**config.mk**
```make
export PLATFORM = sky130hd
export DESIGN_NAME = axi_write_master_flat
export DESIGN_NICKNAME = d
export VERILOG_FILES = /design/src/rtl/axi_pkg.sv /design/src/rtl/axi_write_master_if.sv /design/src/rtl/axi_write_master.sv /design/src/flat_wrapper.sv
export SDC_FILE = /design/constraint.sdc
export NUM_CORES = 1
export LEC_CHECK = 0
export CELL_PAD_IN_SITES_DETAIL_PLACEMENT = 1
export CELL_PAD_IN_SITES_GLOBAL_PLACEMENT = 1
export CORE_ASPECT_RATIO = 1.4
export CORE_MARGIN = 3
export CORE_UTILIZATION = 25
export CTS_BUF_LIST = sky130_fd_sc_hd__clkbuf_4 sky130_fd_sc_hd__clkbuf_8
export DETAILED_ROUTE_END_ITERATION = 6
export PLACE_DENSITY = 0.78
export SETUP_SLACK_MARGIN = 0.2
export SLEW_MARGIN = 20
export SYNTH_ARGS = -nofsm -noshare
export SYNTH_HDL_FRONTEND = slang
export SYNTH_SLANG_ARGS = --single-unit
export TNS_END_PERCENT = 1
```
**constraint.sdc**
```tcl
create_clock -name ACLK -period 1.6 [get_ports ACLK]
set_input_delay 0.24 -clock ACLK [delete_from_list [all_inputs] [get_ports ACLK]]
set_output_delay 0.24 -clock ACLK [all_outputs]
set_load 0.02 [all_outputs]
```
**src/rtl/axi_pkg.sv**
```systemverilog
// Shared AXI write-master types: burst encodings, local response codes, FSM states
// and the AWLEN decode rule.
package axi_pkg;

    typedef enum logic [1:0] {
        BURST_SINGLE = 2'b00,
        BURST_INCR   = 2'b01,
        BURST_WRAP4  = 2'b10,
        BURST_INCR4  = 2'b11
    } burst_e;

    localparam logic [3:0] RESP_OKAY         = 4'h0;
    localparam logic [3:0] RESP_BADSIZE      = 4'hE;
    localparam logic [3:0] RESP_IDERR        = 4'hD;
    localparam logic [3:0] RESP_TIMEOUT_CODE = 4'hF;
    localparam logic [2:0] MAX_SIZE          = 3'd2;

    typedef enum logic [2:0] {
        S_IDLE = 3'd0,
        S_ADDR = 3'd1,
        S_DATA = 3'd2,
        S_RESP = 3'd3,
        S_DONE = 3'd4
    } wr_state_e;

    // Fixed-length bursts ignore the requested length.
    function automatic logic [3:0] len_decode(input burst_e burst, input logic [3:0] len);
        logic [3:0] awlen;
        case (burst)
            BURST_SINGLE: awlen = 4'd0;
            BURST_INCR:   awlen = len;
            default:      awlen = 4'd3;
        endcase
        return awlen;
    endfunction

endpackage

```
**src/rtl/axi_write_master_if.sv**
```systemverilog
// AXI write address/data/response channels between the write master and the slave port.
interface axi_write_master_if #(
    parameter int ADDR_W = 32,
    parameter int DATA_W = 32,
    parameter int ID_W   = 8
) ();
    logic              AWVALID;
    logic              AWREADY;
    logic [ADDR_W-1:0] AWADDR;
    logic [3:0]        AWLEN;
    logic [2:0]        AWSIZE;
    logic [1:0]        AWBURST;
    logic [ID_W-1:0]   AWID;
    logic              WVALID;
    logic              WREADY;
    logic [DATA_W-1:0] WDATA;
    logic [DATA_W/8-1:0] WSTRB;
    logic              WLAST;
    logic [ID_W-1:0]   WID;
    logic              BVALID;
    logic              BREADY;
    logic [3:0]        BRESP;
    logic [ID_W-1:0]   BID;

    modport master (
        output AWVALID, AWADDR, AWLEN, AWSIZE, AWBURST, AWID,
        input  AWREADY,
        output WVALID, WDATA, WSTRB, WLAST, WID,
        input  WREADY,
        input  BVALID, BRESP, BID,
        output BREADY
    );

    modport slave (
        input  AWVALID, AWADDR, AWLEN, AWSIZE, AWBURST, AWID,
        output AWREADY,
        input  WVALID, WDATA, WSTRB, WLAST, WID,
        output WREADY,
        output BVALID, BRESP, BID,
        input  BREADY
    );
endinterface

```
**src/rtl/axi_write_master.sv**
```systemverilog
// Single-outstanding AXI write master: one command, AW beat, AWLEN+1 W beats,
// B response (or local error code) returned to the client.
module axi_write_master
    import axi_pkg::*;
#(
    parameter int ADDR_W       = 32,
    parameter int DATA_W       = 32,
    parameter int ID_W         = 8,
    parameter int RESP_TIMEOUT = 256
) (
    input  logic                ACLK,
    input  logic                ARESETn,
    input  logic                cmd_valid,
    output logic                cmd_ready,
    input  logic [ADDR_W-1:0]   cmd_addr,
    input  logic [3:0]          cmd_len,
    input  logic [2:0]          cmd_size,
    input  logic [1:0]          cmd_burst,
    input  logic [ID_W-1:0]     cmd_id,
    input  logic                wd_valid,
    output logic                wd_ready,
    input  logic [DATA_W-1:0]   wd_data,
    input  logic [DATA_W/8-1:0] wd_strb,
    axi_write_master_if.master  axi,
    output logic                rsp_valid,
    input  logic                rsp_ready,
    output logic [3:0]          rsp_resp,
    output logic [ID_W-1:0]     rsp_id
);

    localparam int TMO_W = (RESP_TIMEOUT > 1) ? $clog2(RESP_TIMEOUT) : 1;

    wr_state_e         state_r, state_s;
    logic              cmd_ready_r, cmd_ready_s;
    logic              awvalid_r, awvalid_s;
    logic [ADDR_W-1:0] awaddr_r, awaddr_s;
    logic [3:0]        awlen_r, awlen_s;
    logic [2:0]        awsize_r, awsize_s;
    logic [1:0]        awburst_r, awburst_s;
    logic [ID_W-1:0]   awid_r, awid_s;
    logic [3:0]        beat_r, beat_s;
    logic [TMO_W-1:0]  tmo_r, tmo_s;
    logic              bready_r, bready_s;
    logic              rsp_valid_r, rsp_valid_s;
    logic [3:0]        rsp_resp_r, rsp_resp_s;
    logic [ID_W-1:0]   rsp_id_r, rsp_id_s;
    logic              in_data_s;
    logic              wbeat_s;
    logic              tmo_hit_s;

    assign in_data_s = (state_r == S_DATA);
    assign wbeat_s   = in_data_s && wd_valid && axi.WREADY;
    assign tmo_hit_s = (RESP_TIMEOUT != 0) && (tmo_r == TMO_W'(RESP_TIMEOUT - 1));

    // Next-state and next-register values for the whole command lifecycle.
    always_comb begin
        state_s     = state_r;
        cmd_ready_s = cmd_ready_r;
        awvalid_s   = awvalid_r;
        awaddr_s    = awaddr_r;
        awlen_s     = awlen_r;
        awsize_s    = awsize_r;
        awburst_s   = awburst_r;
        awid_s      = awid_r;
        beat_s      = beat_r;
        tmo_s       = tmo_r;
        bready_s    = bready_r;
        rsp_valid_s = rsp_valid_r;
        rsp_resp_s  = rsp_resp_r;
        rsp_id_s    = rsp_id_r;
        case (state_r)
            S_IDLE: begin
                cmd_ready_s = 1'b1;
                if (cmd_valid && cmd_ready_r) begin
                    cmd_ready_s = 1'b0;
                    awaddr_s    = cmd_addr;
                    awlen_s     = len_decode(burst_e'(cmd_burst), cmd_len);
                    awsize_s    = cmd_size;
                    awburst_s   = cmd_burst;
                    awid_s      = cmd_id;
                    beat_s      = 4'd0;
                    if (cmd_size > MAX_SIZE) begin
                        state_s     = S_DONE;
                        rsp_valid_s = 1'b1;
                        rsp_resp_s  = RESP_BADSIZE;
                        rsp_id_s    = cmd_id;
                    end else begin
                        state_s   = S_ADDR;
                        awvalid_s = 1'b1;
                    end
                end else begin
                    state_s = S_IDLE;
                end
            end
            S_ADDR: begin
                if (awvalid_r && axi.AWREADY) begin
                    awvalid_s = 1'b0;
                    state_s   = S_DATA;
                end else begin
                    state_s = S_ADDR;
                end
            end
            S_DATA: begin
                if (wbeat_s && (beat_r == awlen_r)) begin
                    state_s  = S_RESP;
                    bready_s = 1'b1;
                    tmo_s    = '0;
                end else if (wbeat_s) begin
                    beat_s = beat_r + 4'd1;
                end else begin
                    state_s = S_DATA;
                end
            end
            S_RESP: begin
                if (bready_r && axi.BVALID) begin
                    bready_s    = 1'b0;
                    state_s     = S_DONE;
                    rsp_valid_s = 1'b1;
                    rsp_resp_s  = (axi.BID != awid_r) ? RESP_IDERR : axi.BRESP;
                    rsp_id_s    = awid_r;
                end else if (tmo_hit_s) begin
                    // Give up on the slave; any later BVALID lands in S_DONE/S_IDLE and is ignored.
                    bready_s    = 1'b0;
                    state_s     = S_DONE;
                    rsp_valid_s = 1'b1;
                    rsp_resp_s  = RESP_TIMEOUT_CODE;
                    rsp_id_s    = awid_r;
                end else begin
                    tmo_s = tmo_r + TMO_W'(1'b1);
                end
            end
            S_DONE: begin
                if (rsp_valid_r && rsp_ready) begin
                    rsp_valid_s = 1'b0;
                    cmd_ready_s = 1'b1;
                    state_s     = S_IDLE;
                end else begin
                    state_s = S_DONE;
                end
            end
            default: begin
                state_s     = S_IDLE;
                cmd_ready_s = 1'b0;
                awvalid_s   = 1'b0;
                bready_s    = 1'b0;
                rsp_valid_s = 1'b0;
            end
        endcase
    end

    // State and registered outputs; asynchronous reset abandons any partial burst.
    always_ff @(posedge ACLK or negedge ARESETn) begin
        if (!ARESETn) begin
            state_r     <= S_IDLE;
            cmd_ready_r <= 1'b0;
            awvalid_r   <= 1'b0;
            awaddr_r    <= '0;
            awlen_r     <= 4'd0;
            awsize_r    <= 3'd0;
            awburst_r   <= 2'd0;
            awid_r      <= '0;
            beat_r      <= 4'd0;
            tmo_r       <= '0;
            bready_r    <= 1'b0;
            rsp_valid_r <= 1'b0;
            rsp_resp_r  <= 4'd0;
            rsp_id_r    <= '0;
        end else begin
            state_r     <= state_s;
            cmd_ready_r <= cmd_ready_s;
            awvalid_r   <= awvalid_s;
            awaddr_r    <= awaddr_s;
            awlen_r     <= awlen_s;
            awsize_r    <= awsize_s;
            awburst_r   <= awburst_s;
            awid_r      <= awid_s;
            beat_r      <= beat_s;
            tmo_r       <= tmo_s;
            bready_r    <= bready_s;
            rsp_valid_r <= rsp_valid_s;
            rsp_resp_r  <= rsp_resp_s;
            rsp_id_r    <= rsp_id_s;
        end
    end

    assign cmd_ready   = cmd_ready_r;
    assign axi.AWVALID = awvalid_r;
    assign axi.AWADDR  = awaddr_r;
    assign axi.AWLEN   = awlen_r;
    assign axi.AWSIZE  = awsize_r;
    assign axi.AWBURST = awburst_r;
    assign axi.AWID    = awid_r;
    // The W channel is a straight pass-through of the local data stream while in S_DATA.
    assign axi.WVALID  = in_data_s && wd_valid;
    assign wd_ready    = in_data_s && axi.WREADY;
    assign axi.WDATA   = in_data_s ? wd_data : '0;
    assign axi.WSTRB   = in_data_s ? wd_strb : '0;
    assign axi.WLAST   = in_data_s && (beat_r == awlen_r);
    assign axi.WID     = in_data_s ? awid_r : '0;
    assign axi.BREADY  = bready_r;
    assign rsp_valid   = rsp_valid_r;
    assign rsp_resp    = rsp_resp_r;
    assign rsp_id      = rsp_id_r;

endmodule

```
**src/flat_wrapper.sv**
```systemverilog
// flat-port wrapper written by rule: the top's interface ports become plain ports
module axi_write_master_flat import axi_pkg::*;
#(
    parameter int ADDR_W       = 32,
    parameter int DATA_W       = 32,
    parameter int ID_W         = 8,
    parameter int RESP_TIMEOUT = 256
)
  (ACLK, ARESETn, cmd_valid, cmd_ready, cmd_addr, cmd_len, cmd_size, cmd_burst, cmd_id, wd_valid, wd_ready, wd_data, wd_strb, rsp_valid, rsp_ready, rsp_resp, rsp_id, axi_AWVALID, axi_AWADDR, axi_AWLEN, axi_AWSIZE, axi_AWBURST, axi_AWID, axi_AWREADY, axi_WVALID, axi_WDATA, axi_WSTRB, axi_WLAST, axi_WID, axi_WREADY, axi_BVALID, axi_BRESP, axi_BID, axi_BREADY);
  axi_write_master_if #(.ADDR_W(ADDR_W), .DATA_W(DATA_W), .ID_W(ID_W)) axi_i ();
  input  logic ACLK;
  input  logic ARESETn;
  input  logic cmd_valid;
  output logic cmd_ready;
  input  logic [ADDR_W-1:0] cmd_addr;
  input  logic [3:0] cmd_len;
  input  logic [2:0] cmd_size;
  input  logic [1:0] cmd_burst;
  input  logic [ID_W-1:0] cmd_id;
  input  logic wd_valid;
  output logic wd_ready;
  input  logic [DATA_W-1:0] wd_data;
  input  logic [DATA_W/8-1:0] wd_strb;
  output logic rsp_valid;
  input  logic rsp_ready;
  output logic [3:0] rsp_resp;
  output logic [ID_W-1:0] rsp_id;
  output wire logic [$bits(axi_i.AWVALID)-1:0] axi_AWVALID;
  output wire logic [$bits(axi_i.AWADDR)-1:0] axi_AWADDR;
  output wire logic [$bits(axi_i.AWLEN)-1:0] axi_AWLEN;
  output wire logic [$bits(axi_i.AWSIZE)-1:0] axi_AWSIZE;
  output wire logic [$bits(axi_i.AWBURST)-1:0] axi_AWBURST;
  output wire logic [$bits(axi_i.AWID)-1:0] axi_AWID;
  input wire logic [$bits(axi_i.AWREADY)-1:0] axi_AWREADY;
  output wire logic [$bits(axi_i.WVALID)-1:0] axi_WVALID;
  output wire logic [$bits(axi_i.WDATA)-1:0] axi_WDATA;
  output wire logic [$bits(axi_i.WSTRB)-1:0] axi_WSTRB;
  output wire logic [$bits(axi_i.WLAST)-1:0] axi_WLAST;
  output wire logic [$bits(axi_i.WID)-1:0] axi_WID;
  input wire logic [$bits(axi_i.WREADY)-1:0] axi_WREADY;
  input wire logic [$bits(axi_i.BVALID)-1:0] axi_BVALID;
  input wire logic [$bits(axi_i.BRESP)-1:0] axi_BRESP;
  input wire logic [$bits(axi_i.BID)-1:0] axi_BID;
  output wire logic [$bits(axi_i.BREADY)-1:0] axi_BREADY;
  assign axi_AWVALID = axi_i.AWVALID;
  assign axi_AWADDR = axi_i.AWADDR;
  assign axi_AWLEN = axi_i.AWLEN;
  assign axi_AWSIZE = axi_i.AWSIZE;
  assign axi_AWBURST = axi_i.AWBURST;
  assign axi_AWID = axi_i.AWID;
  assign axi_i.AWREADY = axi_AWREADY;
  assign axi_WVALID = axi_i.WVALID;
  assign axi_WDATA = axi_i.WDATA;
  assign axi_WSTRB = axi_i.WSTRB;
  assign axi_WLAST = axi_i.WLAST;
  assign axi_WID = axi_i.WID;
  assign axi_i.WREADY = axi_WREADY;
  assign axi_i.BVALID = axi_BVALID;
  assign axi_i.BRESP = axi_BRESP;
  assign axi_i.BID = axi_BID;
  assign axi_BREADY = axi_i.BREADY;
  axi_write_master #(.ADDR_W(ADDR_W), .DATA_W(DATA_W), .ID_W(ID_W), .RESP_TIMEOUT(RESP_TIMEOUT)) u_core (.ACLK(ACLK), .ARESETn(ARESETn), .cmd_valid(cmd_valid), .cmd_ready(cmd_ready), .cmd_addr(cmd_addr), .cmd_len(cmd_len), .cmd_size(cmd_size), .cmd_burst(cmd_burst), .cmd_id(cmd_id), .wd_valid(wd_valid), .wd_ready(wd_ready), .wd_data(wd_data), .wd_strb(wd_strb), .axi(axi_i), .rsp_valid(rsp_valid), .rsp_ready(rsp_ready), .rsp_resp(rsp_resp), .rsp_id(rsp_id));
endmodule
```
==> results of run 1 <==
-- per-stage QoR --
| stage | utilization (%) | cells |
|---|---|---|
| detailed placement | 44.7 | 891 |
| finish | 47.6 | 916 |
| floorplan | - | 447 |
| global route | 47.6 | 916 |
| CTS | 46.5 | 911 |
| global placement | 44.7 | 891 |
-- state kept, by name (all words and copies together), names as in the netlist --
signal,cells
u_core.state_r,3
u_core.axi.AWLEN,4
u_core.axi.AWID,8
u_core.rsp_resp,4
u_core.rsp_valid,1
u_core.cmd_ready,1
u_core.axi.BREADY,1
u_core.beat_r,4
u_core.tmo_r,8
u_core.rsp_id,8
u_core.axi.AWADDR,32
u_core.axi.AWBURST,2
u_core.axi.AWSIZE,3
u_core.axi.AWVALID,1
-- final cells by class --
cell class	instances	area [sq um]	area share (%)
flip-flops and latches	80	2000	27.7
clock buffers	12	159	2.20
multi-input cells	340	2000	27.7
repair buffers	284	2750	38.1
well taps	192	240	3.33
inverters	4	15.0	0.208
clock inverters	4	52.6	0.727
-- routing by layer --
layer  track usage [%]  vias to the layer above
met3              3.94                       13
li1                  -                     2002
met2              33.9                      167
met4              4.93                        0
met1              19.6                     2093
met5                 0                        -
-- worst max-delay path: stages (launching register included) --
cell       delay, ps
dfrtp_1          430
buf_6            140
or4_4            560
o2bb2ai_4        170
buf_12           160
mux2_4           310
-- final timing paths --
path                                    endpoint  slack [ps]
setup / recovery                u_core.rsp_id[5]        -280
hold / removal              u_core.axi.AWADDR[0]         270
setup reg to reg                u_core.rsp_id[5]        -280
hold reg to reg            u_core.axi.AWADDR[29]         470
max in group asynchronous   u_core.axi.AWADDR[5]         770
min in group ACLK           u_core.axi.AWADDR[3]         410
-- where the power goes --
part | switching (W) | internal, W | leakage, nW
combinational | 0.00397 | 0.00343 | 2.44
sequential | 0.000568 | 0.00287 | 0.993
clock | 0.000782 | 0.000825 | 0.0983
total | 0.00532 | 0.00713 | 3.53
-- timing repair --
item	4_1_cts	5_1_grt
pin swaps	7	14
gates resized for setup	399	44
hold endpoints to repair	11	0
setup endpoints to repair	192	132
cloned	1	0
hold buffers	1	0
buffers inserted	2	5
-- cell families (layout without fill, tap and decap cells) --
family,after synthesis,count (layout)
xor gates and xnor gates,13,13
adders and majority gates,2,2
and+or+nand+nor,266,266
DFF,80,80
buffers and inverters,27,304
muxes,13,13
AOI/OAI and AO/OA,46,46
-- layout by cell type (no fill, tap or decap), drive strengths merged, types with 4 or more instances in the layout --
cell type,n
a21oi,13
a31oi,7
and2,48
and3,4
buf,126
clkbuf,13
clkdlybuf4s50,103
dfrtp,80
dlygate4sd2,52
inv,4
mux2,8
mux2i,5
nand2,180
nand3,10
nor2,10
o21ai,8
xnor2,5
xor2,8
==> impl_metrics.tcl, run 1 <==
set metrics [dict create \
    status "complete, but fails checks" \
    failed_checks "negative setup slack" \
    path_clk_slew_ps 90 \
    die_x_microns 112 \
    fin_nets 826 \
    ys_types 43 \
    start_kind "flip-flop" \
    cts.path.max_buffers 2 \
    fillers 1728 \
    cts_tree "done" \
    diodes 0 \
    antenna_found_initial 0 \
    ys.flop_type "dfrtp_1" \
    synth-adder-area-share_pct 0.639 \
    routed_wl_microns 15900 \
    overflow 0 \
    globalRouteTotalUtil_pct 17.8 \
    postRouteAntennaNets 0 \
    hp-class "in -> async" \
    max_freq_mhz 533 \
    total_power_w 0.0124 \
    avgSynthCellArea_sq_um 8.76 \
    dp_slack_ps -405 \
    synth-seq-area-share_pct 51.1 \
    wl_per_cell_microns 17.3 \
    setup_tns_ps -14700 \
    power.density_nw_per_um2 1720 \
    synth_edf_count 0 \
    grt_pass1_wl_microns 24800 \
    worstSetupPathType "reg -> reg" \
    dpl_cell_area_sq_um 6780 \
    clock_skew_ps 13.3 \
    async_flop_share_pct 100 \
    synth_top_family_by_area "simple AND/OR/NAND/NOR gates" \
    p_leak_nw 3.53 \
    setup_violations 75 \
    core_area_sq_um 15200 \
    path_max_fanout 9 \
    vias_per_cell 4.67 \
    slew_viol_final 0 \
    portBuffers 216 \
    ys_ff_latch 80 \
    hold_ws_ps 271 \
    met3_length_microns 1050 \
    relSlewSlack_pct 57.8 \
    vias 4275 \
    yosysWarnings 0 \
    cts-htree-levels 3 \
    place_hpwl_microns 12000 \
    layout_min_cycle_time_ps 1880 \
    startpoint "u_core.state_r[0]" \
    synth_top_cell_area_share_pct 51.1 \
    syn-cell-area_sq_um 3920 \
    yosys.area_share.simple_pct 30.7 \
    synthTopCellsByArea "dfrtp_1, nand2_1, and2_1" \
    syn_inst 447 \
    worst-r2r-cell-count 5 \
    top_layer "met4" \
    initial_core_util_pct 25.8 \
    grt_max_degree 47 \
    crit_required_ps 1850 \
    synth_common_cells "nand2_1, dfrtp_1, and2_1" \
    ios 217 \
    max_cap_violations 0 \
    syn-num-nets 554 \
    synth_compound_area_share_pct 8.11 \
    final_cell_area_sq_um 7220 \
    drt-initial-drc-count 123 \
    r2r_start "u_core.state_r[0]" \
    die-area_sq_um 17200 \
    post-route-period-util_pct 117 \
    drive_above_1_share_pct 29.1 \
    setup_slack_ps -277 \
    crit_arrival_ps 2130 \
    dr_wl_met2_microns 8750 \
    first_global_vias 4640 \
    fp.dieH_microns 154 \
    cp-end-kind "flip-flop" \
    yosys.cell_count.top_type "nand2_1" \
    cts_sinks 80 \
    synth_mux_area_share_pct 3.58 \
    num_rows 53 \
    syn2layout_area_growth_pct 84.4 \
    synth_xor_xnor_area_share_pct 2.91 \
    drc 0 \
    final_hold_viol_count 0 \
    tightestPinTransition_ps 625 \
    clockRootBuffer "clkbuf_8" \
    cts_buffers 9 \
    clock_latency_ps 360 \
    first_pass_iters 4 \
    m1WireLength_microns 5870 \
    synth_top_area_cell "dfrtp_1" \
    grt_setup_unrepaired "yes" \
    gp_congestion 0.882 \
    ir_worst_vdd_v 0.000850 \
]
Power figures use the tool's default switching activity.
==> run 2: changes to the inputs <==
Settings changed: CORE_UTILIZATION 25 to 28, PLACE_DENSITY 0.78 to 0.83.
Clock period 1.6 ns to 1.8 ns, I/O delays scaled along.
==> impl_metrics.tcl, run 2 (synthesized netlist as in run 1, its figures left out) <==
set metrics [dict create \
    ir_worst_vdd_v 0.000571 \
    first_pass_iters 4 \
    hp-class "in -> async" \
    switching_power_w 0.00455 \
    p_leak_nw 3.37 \
    clock_skew_ps 11.1 \
    fp.dieH_microns 146 \
    clkPwrFrac_pct 12.7 \
    cp_cell_sequence "nor3b_4 -> buf_6 -> buf_6 -> buf_8 -> and2_2 -> buf_6" \
    gp_congestion 0.763 \
    critPathTopFamily "buffers and inverters" \
    clockRootBuffer "clkbuf_8" \
    largest_reg_flops 32 \
    seq_power_share_pct 30.2 \
    multi_input_area_sq_um 1940 \
    start_kind "flip-flop" \
    finalNonFillerCells 877 \
    fin_nets 797 \
    max_cap_violations 0 \
    relSlewSlack_pct 68.8 \
    routed_wl_microns 15100 \
    initial_core_util_pct 29.0 \
    ios 217 \
    pwr-share-comb_pct 57.2 \
    register_area_sq_um 2000 \
    cp-end-kind "output pin" \
    sw_frac_of_total_pct 44.4 \
    grt_max_degree 36 \
    post-route-period-util_pct 105 \
    power.density_nw_per_um2 1510 \
    status "complete, but fails checks" \
    grt_setup_unrepaired "yes" \
    clock_latency_ps 360 \
    setup_tns_ps -2390 \
    layout_min_cycle_time_ps 1890 \
    core_area_sq_um 13500 \
    antenna_found_initial 0 \
    cts_buffers 9 \
    die_x_microns 106 \
    die-area_sq_um 15500 \
    vias 4140 \
    cts.path.max_buffers 2 \
    crit_required_ps 1530 \
    overflow 0 \
    drive_above_1_share_pct 21.7 \
    setup_slack_ps -94.2 \
    dp.cells 853 \
    vias_per_cell 4.72 \
    num_rows 50 \
    final_common_cell "nand2_1" \
    portBuffers 216 \
    path_common_cell "buf_6" \
    path_max_fanout 10 \
    fin_util_pct 50.2 \
    slew_viol_final 0 \
    syn2layout_area_growth_pct 73.0 \
    cts_sinks 80 \
    cp_slowest_cell "dfrtp_1" \
    cts_tree "done" \
    diodes 0 \
    crit_arrival_ps 1620 \
    max_freq_mhz 528 \
    cts-htree-levels 3 \
    first_global_vias 4589 \
    crit_buf_inv 4 \
    grt_pass1_wl_microns 24000 \
    postRouteAntennaNets 0 \
    worstSetupPathType "reg -> out" \
    tightestPinTransition_ps 460 \
    drc 0 \
    globalRouteTotalUtil_pct 19.3 \
    setup_violations 54 \
    final_hold_viol_count 0 \
    drt-initial-drc-count 119 \
    failed_checks "negative setup slack" \
    path_clk_slew_ps 90 \
    place_hpwl_microns 11500 \
    wl_per_cell_microns 17.2 \
    mostFrequentLayoutCells "nand2_1, clkdlybuf4s50_1, dfrtp_1" \
    internal_power_w 0.00569 \
    fillers 1586 \
    dp_slack_ps -257 \
    critPathMaxStageDelay_ps 430 \
]
## run 2: routing by layer
layer | track usage, % | wire [microns]
met2 | 37.0 | 8100
met3 | 5.64 | 1090
met5 | 0 | 0
met4 | 5.51 | 275
met1 | 20.2 | 5640
## run 2: per-stage QoR
stage | instance area (sq um) | total power (W) | hold WS (ps)
detailed placement | 6520 | 0.00916 | 197
global route | 6780 | 0.0110 | 367
floorplan | 3980 | 0.00609 | -25.6
finish | 6780 | 0.0102 | 360
CTS | 6730 | 0.0103 | 366
global placement | 6520 | 0.00889 | 195
## run 2: timing repair
item,CTS,global route
setup buffers,3,1
pin swaps,19,6
hold buffers,1,0
resized for setup,338,12
cloned,3,0
endpoints found under the setup margin,188,129
hold endpoints to repair,21,0
## run 2: power by group through the flow
| stage | clock [W] | combinational (W) | sequential, W |
|---|---|---|---|
| after global routing | 0.00144 | 0.00633 | 0.00321 |
| after global placement | 0 | 0.00578 | 0.00311 |
| after CTS | 0.00133 | 0.00585 | 0.00310 |
| final | 0.00130 | 0.00585 | 0.00309 |
| after detailed placement | 0 | 0.00601 | 0.00315 |
| after floorplan | 0 | 0.00222 | 0.00387 |
## run 2: final cells by class
cell class / instances / share of cell area, %
clock buffer: 12 / 2.44
clock inverter: 4 / 0.388
inverter: 4 / 0.222
multi-input combinational: 341 / 28.6
sequential: 80 / 29.6
tap: 182 / 3.36
timing repair buffer: 254 / 35.4
## run 2: worst paths after layout
| check | start | to | slack, ps | cells past startpoint |
|---|---|---|---|---|
| min in group ACLK | cmd_addr[10] | u_core.axi.AWADDR[10] | 440 | 3 |
| max in group asynchronous | ARESETn | u_core.axi.AWADDR[16] | 770 | 3 |
| hold / removal | ARESETn | u_core.rsp_id[3] | 360 | 2 |
| setup reg to reg | u_core.state_r[2] | u_core.rsp_id[7] | -60 | 4 |
| hold reg to reg | u_core.axi.AWADDR[5] | u_core.axi.AWADDR[5] | 470 | 2 |
| setup / recovery | u_core.state_r[2] | axi_WDATA[15] | -90 | 6 |
